--- config.mk ---
export PLATFORM = sky130hd
export DESIGN_NAME = arbitro_memoria_imagenes
export DESIGN_NICKNAME = d
export VERILOG_FILES = /design/src/rtl/arbitro_memoria_imagenes.sv
export SDC_FILE = /design/constraint.sdc
export NUM_CORES = 1
export LEC_CHECK = 0
export ABC_AREA = 1
export BUFFER_PORTS_ARGS = -buffer_cell sky130_fd_sc_hd__buf_2
export CORE_MARGIN = 10
export CORE_UTILIZATION = 35
export CTS_CLUSTER_SIZE = 8
export DETAILED_ROUTE_END_ITERATION = 10
export PLACE_DENSITY = 0.66
export SKIP_LAST_GASP = 1
export SLEW_MARGIN = 20
export SYNTH_ARGS = -nofsm -noshare
export SYNTH_HDL_FRONTEND = slang
export SYNTH_SLANG_ARGS = --single-unit
--- constraint.sdc ---
create_clock -name reloj -period 3.5 [get_ports reloj]
set_clock_uncertainty 0.2 [all_clocks]
set_input_delay 0.525 -clock reloj [delete_from_list [all_inputs] [get_ports reloj]]
set_output_delay 0.525 -clock reloj [all_outputs]
set_load 0.05 [all_outputs]
--- src/rtl/arbitro_memoria_imagenes.sv ---
// -----------------------------------------------------------------------------
// arbitro_memoria_imagenes
//
// Shares one single-port synchronous image memory between the VGA pixel-fetch
// path and a host update port. During active video the memory address follows
// the image-position decoder. Host reads and writes are granted only during
// blanking through a req/ack handshake. A host access that is already running
// always finishes. Any video cycle it displaces returns a black pixel and is
// counted in a saturating conflict counter.
//
// Ports
//   reloj, resetM       clock (rising edge) / asynchronous active-low reset
//   video_on, dir_vid   active-video flag and pixel address from the decoder
//   dato_vid            pixel to the colour mixer, 0 when not valid
//   vid_valido          video_on delayed to line up with dato_vid (3 cycles)
//   req_w, we_w, dir_w  host request, write/read select, address
//   dato_w              host write data
//   ack_w               one-cycle completion pulse
//   dato_r              host read data, held until the next read completes
//   mem_dir/we/din      registered memory address, write enable, write data
//   mem_dout            memory read data, one cycle after mem_dir
//   conflictos          saturating count of video cycles lost to the host
// -----------------------------------------------------------------------------
module arbitro_memoria_imagenes #(
  parameter int AW = 9,
  parameter int DW = 12
) (
  input  logic          reloj,
  input  logic          resetM,
  input  logic          video_on,
  input  logic [AW-1:0] dir_vid,
  output logic [DW-1:0] dato_vid,
  output logic          vid_valido,
  input  logic          req_w,
  input  logic          we_w,
  input  logic [AW-1:0] dir_w,
  input  logic [DW-1:0] dato_w,
  output logic          ack_w,
  output logic [DW-1:0] dato_r,
  output logic [AW-1:0] mem_dir,
  output logic          mem_we,
  output logic [DW-1:0] mem_din,
  input  logic [DW-1:0] mem_dout,
  output logic [7:0]    conflictos
);

  typedef enum logic [1:0] {
    REPOSO   = 2'd0,
    ESCRIBE  = 2'd1,
    LEE_DIR  = 2'd2,
    LEE_DATO = 2'd3
  } estado_t;

  estado_t       estado_q, estado_d;
  logic [AW-1:0] mem_dir_q, mem_dir_d;
  logic          mem_we_q, mem_we_d;
  logic [DW-1:0] mem_din_q, mem_din_d;
  logic          ack_w_q, ack_w_d;
  logic [DW-1:0] dato_r_q, dato_r_d;
  logic [DW-1:0] dato_vid_q, dato_vid_d;
  logic          vid_valido_q, vid_valido_d;
  logic [1:0]    v_q, v_d;        // video_on delayed by 1 and 2 cycles
  logic [1:0]    pix_q, pix_d;    // same, but only for slots the video path owned
  logic [7:0]    conflictos_q, conflictos_d;

  logic concede;
  logic conflicto;

  // The ack_w term keeps a host that is still holding req_w in the ack cycle
  // from being granted a second, duplicate access.
  assign concede   = (estado_q == REPOSO) && req_w && !video_on && !ack_w_q;
  assign conflicto = video_on && (estado_q != REPOSO);

  // NOTE: every signal gets a default at the top of always_comb so no path
  // leaves it unassigned; a missing default would infer a latch.
  always_comb begin
    estado_d     = estado_q;
    mem_dir_d    = dir_vid;
    mem_we_d     = 1'b0;
    mem_din_d    = mem_din_q;
    ack_w_d      = 1'b0;
    dato_r_d     = dato_r_q;
    conflictos_d = conflictos_q;

    case (estado_q)
      REPOSO: begin
        if (concede) begin
          mem_dir_d = dir_w;
          if (we_w) begin
            estado_d  = ESCRIBE;
            mem_we_d  = 1'b1;
            mem_din_d = dato_w;
          end else begin
            estado_d  = LEE_DIR;
          end
        end
      end
      ESCRIBE: begin
        estado_d = REPOSO;
        ack_w_d  = 1'b1;
      end
      LEE_DIR: begin
        // Hold the host address while the memory returns its data.
        estado_d  = LEE_DATO;
        mem_dir_d = mem_dir_q;
      end
      LEE_DATO: begin
        estado_d = REPOSO;
        dato_r_d = mem_dout;
        ack_w_d  = 1'b1;
      end
      default: estado_d = REPOSO;
    endcase

    // Video pipeline: address in n, memory address in n+1, data in n+2,
    // registered pixel in n+3. A slot taken by the host carries a 0 pixel.
    v_d          = {v_q[0], video_on};
    pix_d        = {pix_q[0], video_on && (estado_q == REPOSO)};
    vid_valido_d = v_q[1];
    dato_vid_d   = pix_q[1] ? mem_dout : '0;

    if (conflicto && (conflictos_q != 8'hFF)) begin
      conflictos_d = conflictos_q + 8'd1;
    end
  end

  // NOTE: sequential state uses non-blocking assignments only, so every flop
  // samples the values from before the edge regardless of statement order.
  always_ff @(posedge reloj or negedge resetM) begin
    if (!resetM) begin
      estado_q     <= REPOSO;
      mem_dir_q    <= '0;
      mem_we_q     <= 1'b0;
      mem_din_q    <= '0;
      ack_w_q      <= 1'b0;
      dato_r_q     <= '0;
      dato_vid_q   <= '0;
      vid_valido_q <= 1'b0;
      v_q          <= '0;
      pix_q        <= '0;
      conflictos_q <= '0;
    end else begin
      estado_q     <= estado_d;
      mem_dir_q    <= mem_dir_d;
      mem_we_q     <= mem_we_d;
      mem_din_q    <= mem_din_d;
      ack_w_q      <= ack_w_d;
      dato_r_q     <= dato_r_d;
      dato_vid_q   <= dato_vid_d;
      vid_valido_q <= vid_valido_d;
      v_q          <= v_d;
      pix_q        <= pix_d;
      conflictos_q <= conflictos_d;
    end
  end

  assign mem_dir    = mem_dir_q;
  assign mem_we     = mem_we_q;
  assign mem_din    = mem_din_q;
  assign ack_w      = ack_w_q;
  assign dato_r     = dato_r_q;
  assign dato_vid   = dato_vid_q;
  assign vid_valido = vid_valido_q;
  assign conflictos = conflictos_q;

endmodule
==> flow_summary.ini, run 1 <==
[clock_network]
clock_path_buffers = 2
cts_buffers = 9
clock_latency_ps = 330
post-cts-setup-buffers = 0
cts_root_buf = clkbuf_8
cts_tree = yes
htreeDepth = 3
clk_pin_slew_worst_paths_ps = 70
numClockSinks = 62

[floorplan]
start_util_pct = 35.8
die_y_um = 106
die_w_um = 106
die_area_um2 = 11200
core_area_um2 = 7210
rows = 31
io_pins = 103

[worst_setup_path]
cp_top_family = simple AND/OR/NAND/NOR gates
crit_chain = nor2_1 > nand4_2 > inv_2 > nand2_1 > nand2_1
endpoint_kind = register
cp_max_fo = 14
cp_data_required_time_ps = 3570
arrival_ps = 2350
path_depth = 5
rr_worst_depth = 5
startpoint_type = register
path_buf_inv = 1
max_stage_delay_ps = 640
crit_top_cell = nand2_1
critPathSlowestCell = nor2_1
worstSetupPathType = register to register

[synthesis]
yosysTopAreaCellShare_pct = 60.0
ys_ff_latch = 62
ys_seq_area_share_pct = 60.0
synth_largest_area_cell = dfrtp_1
netlist_area_um2 = 2590
yosysWarnings = 0
syn_area_per_cell_um2 = 9.37
ys_types = 22
synth.net_count = 324
synth_cells = 276
ys_top_cells_by_area = dfrtp_1 (60%), nand2_1 (15%), inv_1 (5.8%)

[global_route]
grt_antenna_before_repair = 0
grt_pass1_vias = 2098
grt_pass1_wl_um = 10700
grt_overflow_total = 0
grt_max_degree = 41
grt_usage_pct = 11.5

[power]
power_frac_clock_pct = 16.7
combPwrFrac_pct = 48.9
power_density_nw_per_um2 = 996
ir_drop_mv = 0.497
leakagePower_nw = 1.95
p_int_w = 0.00164
power_switching_w = 0.00171
p_sw_share_pct = 51.0
pwr-share-seq_pct = 34.4

[layout]
nets = 430
diodes = 0
drive_gt1_share_pct = 35.5
mostFrequentLayoutCell = nand2_1
fill_cells = 722
area_growth_pct = 29.9
layout_common_cells = nand2_1 (106), buf_2 (102), dfrtp_1 (62), inv_1 (40), nand3_1 (14)

[drt]
wl_per_cell_um = 13.2
routed_wl_um = 6400
ant_nets = 0
drt_iter0_drc = 56
drcViolationCount = 0
routed_via_density = 4.35
drtPass1Iterations = 4
vias = 2110

[outcome]
run_status = complete, no violations

[sta]
max_slew_margin_pct = 44.9
rsz0062_at_grt = no
worst_hold_slack_ps = 126
tightest_slew_ps = 823
post-route-period-util_pct = 65.3
setup_tns_ps = 0
post-route-min-period_ps = 2290
setup_viol = 0
max_freq_mhz = 437
drv_slew = 0
hold_viol_final = 0

[hold_path]
worstHoldPathCells = 1
hp-class = primary input to register

[placement]
gp_congestion = 0.762
dpl.hpwl_um = 4820
port_buffers = 102

[flow_run]
maxCapViolCount = 0
-- cell type report --
| cell class | count | area, µm² | share of cell area [%] |
|---|---|---|---|
| Inverter | 41 | 154 | 4.58 |
| Tap cell | 99 | 124 | 3.69 |
| Clock inverter | 3 | 20.0 | 0.596 |
| Clock buffer | 12 | 155 | 4.62 |
| Timing Repair Buffer | 104 | 528 | 15.7 |
| Multi-Input combinational cell | 164 | 828 | 24.6 |
| Sequential cell | 62 | 1550 | 46.2 |
-- cells by family (layout without fill, tap and decap cells) --
logic type | Yosys count | after routing | share of synthesized area, %
AND/OR/NAND/NOR | 146 | 146 | 24.9
buffers and inverters | 50 | 160 | 7.98
XOR/XNOR | 3 | 3 | 1.02
multiplexers | 12 | 12 | 5.22
AO/OA/AOI/OAI | 2 | 2 | 0.387
adder cells (fa/ha/maj) | 1 | 1 | 0.484
flip-flops | 62 | 62 | 60.0
-- cell usage after synthesis, drive strengths merged --
| library cell | number |
|---|---|
| o21ai | 2 |
| xnor2 | 1 |
| clkbuf | 3 |
| ha | 1 |
| inv | 41 |
| dfrtp | 62 |
| nand4 | 12 |
| nand2 | 108 |
| mux2 | 12 |
| nor3 | 1 |
| nand3 | 15 |
| xor2 | 2 |
| buf | 6 |
| nor2 | 10 |
-- state kept, by name (all words and copies together), names as in the netlist, 2 cells and up --
name and flops:
dato_r 12, v_q 2, mem_din 12, dato_vid 12, conflictos 8, estado_q 2, mem_dir 9, pix_q 2
-- metrics by stage --
step	instances	setup slack (ps)	cell area [µm²]	total power (W)	util, %
floorplan	276	1610	2590	0.00242	-
global placement	469	1020	3180	0.00280	44.0
detailed placement	469	956	3180	0.00283	44.0
CTS	485	1170	3360	0.00340	46.6
global route	485	971	3360	0.00354	46.6
finish	485	1210	3360	0.00335	46.6
-- metal layers --
metal / track usage (%) / part of all wire, % / up-vias
li1: - / - / 1056
met1: 14.1 / 44 / 975
met2: 17.2 / 45 / 70
met3: 5.74 / 9.1 / 9
met4: 4.06 / 1.2 / 0
met5: 0 / 0 / -
-- final timing paths --
kind / slack, ps / to / startpoint
max reg2reg: 1210 / mem_din[4] / ack_w
max in group asynchronous: 1680 / dato_r[10] / resetM
min: 130 / v_q[0] / video_on
min in group asynchronous: 510 / conflictos[0] / resetM
max: 1210 / mem_din[4] / ack_w
min reg2reg: 150 / vid_valido / v_q[1]
-- power by group through the flow --
stage / clock network, W / logic (W) / registers (W)
2_1_floorplan: 0 / 0.000425 / 0.00199
3_3_place_gp: 0 / 0.00164 / 0.00116
3_5_place_dp: 0 / 0.00167 / 0.00116
4_1_cts: 0.000579 / 0.00167 / 0.00115
5_1_grt: 0.000611 / 0.00175 / 0.00119
6_report: 0.000558 / 0.00164 / 0.00115
-- repair_timing --
action,in CTS,in global routing
resized for setup,0,0
hold buffers,1,0
hold endpoints to repair,22,0
Note: power is estimated with default switching activity, not from simulation.
==> run 2: changes to the inputs <==
--- a/config.mk
+++ b/config.mk
@@ -11,7 +11,7 @@
 export CORE_UTILIZATION = 35
 export CTS_CLUSTER_SIZE = 8
 export DETAILED_ROUTE_END_ITERATION = 10
-export PLACE_DENSITY = 0.66
+export PLACE_DENSITY = 0.68
 export SKIP_LAST_GASP = 1
 export SLEW_MARGIN = 20
 export SYNTH_ARGS = -nofsm -noshare
==> constraint.sdc (replaced) <==
create_clock -name reloj -period 1.95 [get_ports reloj]
set_clock_uncertainty 0.2 [all_clocks]
set_input_delay 0.2925 -clock reloj [delete_from_list [all_inputs] [get_ports reloj]]
set_output_delay 0.2925 -clock reloj [all_outputs]
set_load 0.05 [all_outputs]
==> run 2 against run 1 <==
Compared with the run above: combinational power up 84%; wire length up 4.5%; die area unchanged; clock power up 94%; non-clock buffer count up 29; worst hold slack worse by 60 ps; total power up 84%; first-iteration DRC count up 3.6%; flip-flop and latch count unchanged; critical path type is now primary input to register.
==> flow_summary.ini, run 2 (synthesis gave the netlist of run 1 again) <==
[outcome]
run_status = complete, no violations

[worst_setup_path]
cp_data_required_time_ps = 1970
endpoint_kind = register
startpoint_type = primary input
worstSetupPathType = primary input to register
arrival_ps = 1800
cp_max_fo = 11

[placement]
gp_congestion = 0.748
port_buffers = 102
place_ws_ps = 153
dpl.hpwl_um = 4770

[clock_network]
htreeDepth = 3
clock_latency_ps = 320
clock_path_buffers = 2
clk_pin_slew_worst_paths_ps = 70
cts_root_buf = clkbuf_8
post-cts-setup-buffers = 0
numClockSinks = 62
cts_tree = yes
cts_buffers = 9

[drt]
vias = 2228
drt_iter0_drc = 58
routed_via_density = 4.33
ant_nets = 0
drcViolationCount = 0
routed_wl_um = 6680
drtPass1Iterations = 6
wl_per_cell_um = 13.0

[power]
power_density_nw_per_um2 = 1680
leakagePower_nw = 2.09
ir_drop_mv = 0.821

[sta]
setup_viol = 0
max_freq_mhz = 562
hold_viol_final = 0
setup_tns_ps = 0
rsz0062_at_grt = no
drv_slew = 0
post-route-period-util_pct = 91.2
max_slew_margin_pct = 69.2
setup_slack_ps = 171
tightest_slew_ps = 463
post-route-min-period_ps = 1780

[layout]
diodes = 0
fill_cells = 705
regArea_um2 = 1550
nets = 459
mostFrequentLayoutCell = nand2_1
drive_gt1_share_pct = 33.7
area_growth_pct = 42.2
layout_common_cells = nand2_1 (106), buf_2 (102), dfrtp_1 (62), inv_1 (40), dlygate4sd3_1 (27)
multi_input_area_um2 = 837

[floorplan]
die_area_um2 = 11200
die_w_um = 106
rows = 31
io_pins = 103
die_y_um = 106
start_util_pct = 35.8
core_area_um2 = 7210

[global_route]
grt_antenna_before_repair = 0
grt_usage_pct = 12.2
grt_pass1_vias = 2299
grt_max_degree = 63
grt_pass1_wl_um = 11300
grt_overflow_total = 0

[hold_path]
hp-class = primary input to register

[flow_run]
maxCapViolCount = 0
[run 2: cell types whose count changed in the layout (fill, tap and decap cells not counted), sizes merged]
| cell | before | now |
|---|---|---|
| dlygate4sd3 | 1 | 27 |
| buf | 103 | 106 |
| bufinv | 0 | 1 |
| clkbuf | 12 | 11 |
| clkinv | 1 | 2 |
| clkinvlp | 2 | 1 |
[run 2: power breakdown]
| group | total (W) | leakage [nW] | internal, W | switching (W) |
|---|---|---|---|---|
| clock network | 0.00108 | 0.0952 | 0.000614 | 0.000464 |
| registers | 0.00207 | 0.775 | 0.00175 | 0.000311 |
| logic | 0.00302 | 1.22 | 0.000734 | 0.00229 |
| total | 0.00617 | 2.09 | 0.00310 | 0.00306 |
[run 2: routing by layer]
layer	GRT usage, %	wire, µm	up-vias
met5	0	0	-
met4	4.35	80	0
met3	5.25	546	8
met2	19.8	3220	82
met1	14.1	2830	1027
li1	-	-	1111
[run 2: path summary, 6_finish.rpt]
| kind | start | end | slack, ps | cells past startpoint |
|---|---|---|---|---|
| setup / recovery | video_on | conflictos[1] | 170 | 9 |
| hold / removal | dir_vid[8] | mem_dir[8] | 70 | 5 |
| setup reg to reg | conflictos[0] | conflictos[1] | 200 | 8 |
| hold reg to reg | v_q[0] | v_q[1] | 160 | 0 |
| max in group asynchronous | resetM | mem_dir[6] | 960 | 3 |
| min in group asynchronous | resetM | conflictos[7] | 300 | 3 |
[run 2: critical path, stage by stage]
cell,delay (ps)
dlygate4sd3_1,540
buf_2,130
inv_1,130
buf_4,220
nor2_4,70
nand2_2,150
inv_1,130
nand2_1,80
nand2_1,50
[run 2: stage by stage]
| stage | instance area, µm² | power (W) | util [%] | cells | hold slack, ps |
|---|---|---|---|---|---|
| 2_1_floorplan | 2590 | 0.00434 | - | 276 | -203 |
| 3_3_place_gp | 3210 | 0.00506 | 44.5 | 472 | 131 |
| 3_5_place_dp | 3210 | 0.00509 | 44.5 | 472 | 134 |
| 4_1_cts | 3670 | 0.00625 | 50.9 | 514 | 52.2 |
| 5_1_grt | 3680 | 0.00656 | 51.0 | 514 | 80.4 |
| 6_report | 3680 | 0.00617 | 51.0 | 514 | 66.2 |
[run 2: cell type report]
class                           instances  area share, %
Tap cell                               99           3.37
Clock buffer                           11           3.84
Timing Repair Buffer                  133           22.4
Clock inverter                          4           1.29
Inverter                               41           4.18
Multi-Input combinational cell        164           22.8
Sequential cell                        62           42.2
[run 2: what timing repair did]
action / in CTS / in global routing
endpoints found under the setup margin: 0 / 2
hold buffers: 27 / 0
hold endpoints to repair: 92 / 0
resized for setup: 0 / 1
==> run 3: changes to the inputs <==
--- a/config.mk
+++ b/config.mk
@@ -11,6 +11,7 @@
 export CORE_UTILIZATION = 35
 export CTS_CLUSTER_SIZE = 8
 export DETAILED_ROUTE_END_ITERATION = 10
+export GPL_TIMING_DRIVEN = 0
 export PLACE_DENSITY = 0.68
 export SKIP_LAST_GASP = 1
 export SLEW_MARGIN = 20
==> run 3 against run 2 <==
Compared with the run above: wire length is 1.5% higher; final cell count is 0.97% higher; global-route usage is 0.17 points higher; non-clock buffer count is 5 higher; maximum frequency is 1.5% higher; flip-flop and latch count stayed put; worst hold slack worse by 9.1 ps; die area stayed put; worst setup slack better by 26 ps; utilization is 0.10 points higher; design area is 0.20% higher.
==> flow_summary.ini, run 3 (synthesis gave the netlist of run 1 again) <==
[power]
power.total_w = 0.00622
ir_drop_mv = 0.890
power_density_nw_per_um2 = 1690
leakagePower_nw = 2.10

[worst_setup_path]
timing.rr.end = conflictos[7]
crit_chain = dlygate4sd3_1 > buf_2 > inv_1 > nand4_2 > buf_2 > nand2_1 > nand2_1
rr_worst_depth = 8
arrival_ps = 1760
r2r-start = conflictos[0]
critical_path.endpoint = mem_din[9]
reg2reg_slack_ps = 250
cp_max_fo = 10
max_stage_delay_ps = 540
worstSetupPathType = primary input to register
startpoint_type = primary input
cp_data_required_time_ps = 1960
crit_start = video_on
critPathSlowestCell = dlygate4sd3_1
endpoint_kind = register

[global_route]
grt_max_degree = 63
grt_usage_pct = 12.4
grt_antenna_before_repair = 1
grt_pass1_vias = 2377
grt_overflow_total = 0
grt_pass1_wl_um = 11400

[sta]
hold_viol_final = 0
max_slew_margin_pct = 48.5
post-route-min-period_ps = 1750
rsz0062_at_grt = no
drv_slew = 0
max_freq_mhz = 570
setup_tns_ps = 0
tightest_slew_ps = 773
setup_viol = 0
post-route-period-util_pct = 89.9

[hold_path]
hp-class = primary input to register
worstHoldPathCells = 5

[drt]
drtPass1Iterations = 4
ant_nets = 0
routed_via_density = 4.28
drt_iter0_drc = 47
routed_wl_um = 6780
wl_per_cell_um = 13.1
drcViolationCount = 0
vias = 2223

[floorplan]
die_w_um = 106
start_util_pct = 35.8
io_pins = 103
rows = 31
die_y_um = 106
die_area_um2 = 11200
core_area_um2 = 7210

[clock_network]
clock_path_buffers = 2
numClockSinks = 62
htreeDepth = 3
clk_pin_slew_worst_paths_ps = 60
cts_buffers = 9
cts_root_buf = clkbuf_8
post-cts-setup-buffers = 0
clock_latency_ps = 330
cts_tree = yes

[layout]
nets = 464
area_growth_pct = 42.5
mostFrequentLayoutCell = nand2_1
layout_common_cells = nand2_1 (106), buf_2 (104), dfrtp_1 (62), inv_1 (40), dlygate4sd3_1 (27)
drive_gt1_share_pct = 33.7

[outcome]
run_status = complete, no violations

[placement]
dpl.hpwl_um = 4830
port_buffers = 102
gp_congestion = 0.733

[flow_run]
maxCapViolCount = 0
-- run 3: changes by cell type in the layout (fill, tap and decap cells not counted), sizes merged --
cell      before  now
clkinv         2    0
diode          0    1
buf          106  108
clkinvlp       1    0
clkbuf        11   16
-- run 3: power by group --
part / leakage, nW / switching, W / internal [W]
combinational: 1.23 / 0.00234 / 0.000751
sequential: 0.775 / 0.000282 / 0.00176
clock: 0.0956 / 0.000450 / 0.000648
total: 2.10 / 0.00307 / 0.00315
-- run 3: timing repair --
| item | 4_1_cts | 5_1_grt |
|---|---|---|
| endpoints found under the hold margin | 91 | 0 |
| hold buffers | 27 | 0 |
| setup endpoints to repair | 0 | 4 |
| gates resized for setup | 0 | 2 |
-- run 3: how the worst min path moves through the flow --
stage	start	endpoint
after floorplan	resetM	ack_w
after global placement	pix_q[0]	pix_q[1]
after CTS	dir_vid[1]	mem_dir[1]
after detailed placement	v_q[1]	vid_valido
after global routing	dir_vid[4]	mem_dir[4]
final	dir_vid[1]	mem_dir[1]
-- run 3: routing by layer --
metal | vias up | global-route usage (%) | wire, µm
met2 | 68 | 20.1 | 3350
met5 | - | 0 | 0
met4 | 0 | 3.97 | 33
li1 | 1123 | - | -
met3 | 4 | 6.16 | 614
met1 | 1028 | 13.9 | 2790
-- run 3: worst max-delay path: cells and delay by family --
| family | cells | cell delay [ps] |
|---|---|---|
| and+or+nand+nor | 3 | 350 |
| buffers and inverters | 4 | 1120 |
-- run 3: layout make-up --
cell class / count / area (µm²)
Fill cell: 710 / 3530
Multi-Input combinational cell: 164 / 828
Buffer: 9 / 53.8
Clock buffer: 13 / 159
Sequential cell: 62 / 1550
Inverter: 41 / 154
Clock inverter: 1 / 30.0
Antenna cell: 1 / 2.50
Timing Repair Buffer: 129 / 783
Tap cell: 99 / 124
-- run 3: stage by stage --
stage | area (µm²) | utilization [%] | worst slack, ps | instances | hold WS [ps]
CTS | 3680 | 51.0 | 77.1 | 518 | 42.1
detailed placement | 3220 | 44.7 | 244 | 477 | 136
global placement | 3220 | 44.6 | 185 | 477 | 137
finish | 3690 | 51.1 | 196 | 519 | 57.1
global route | 3690 | 51.1 | 59.1 | 519 | 67.4
floorplan | 2590 | - | 57.3 | 276 | -203
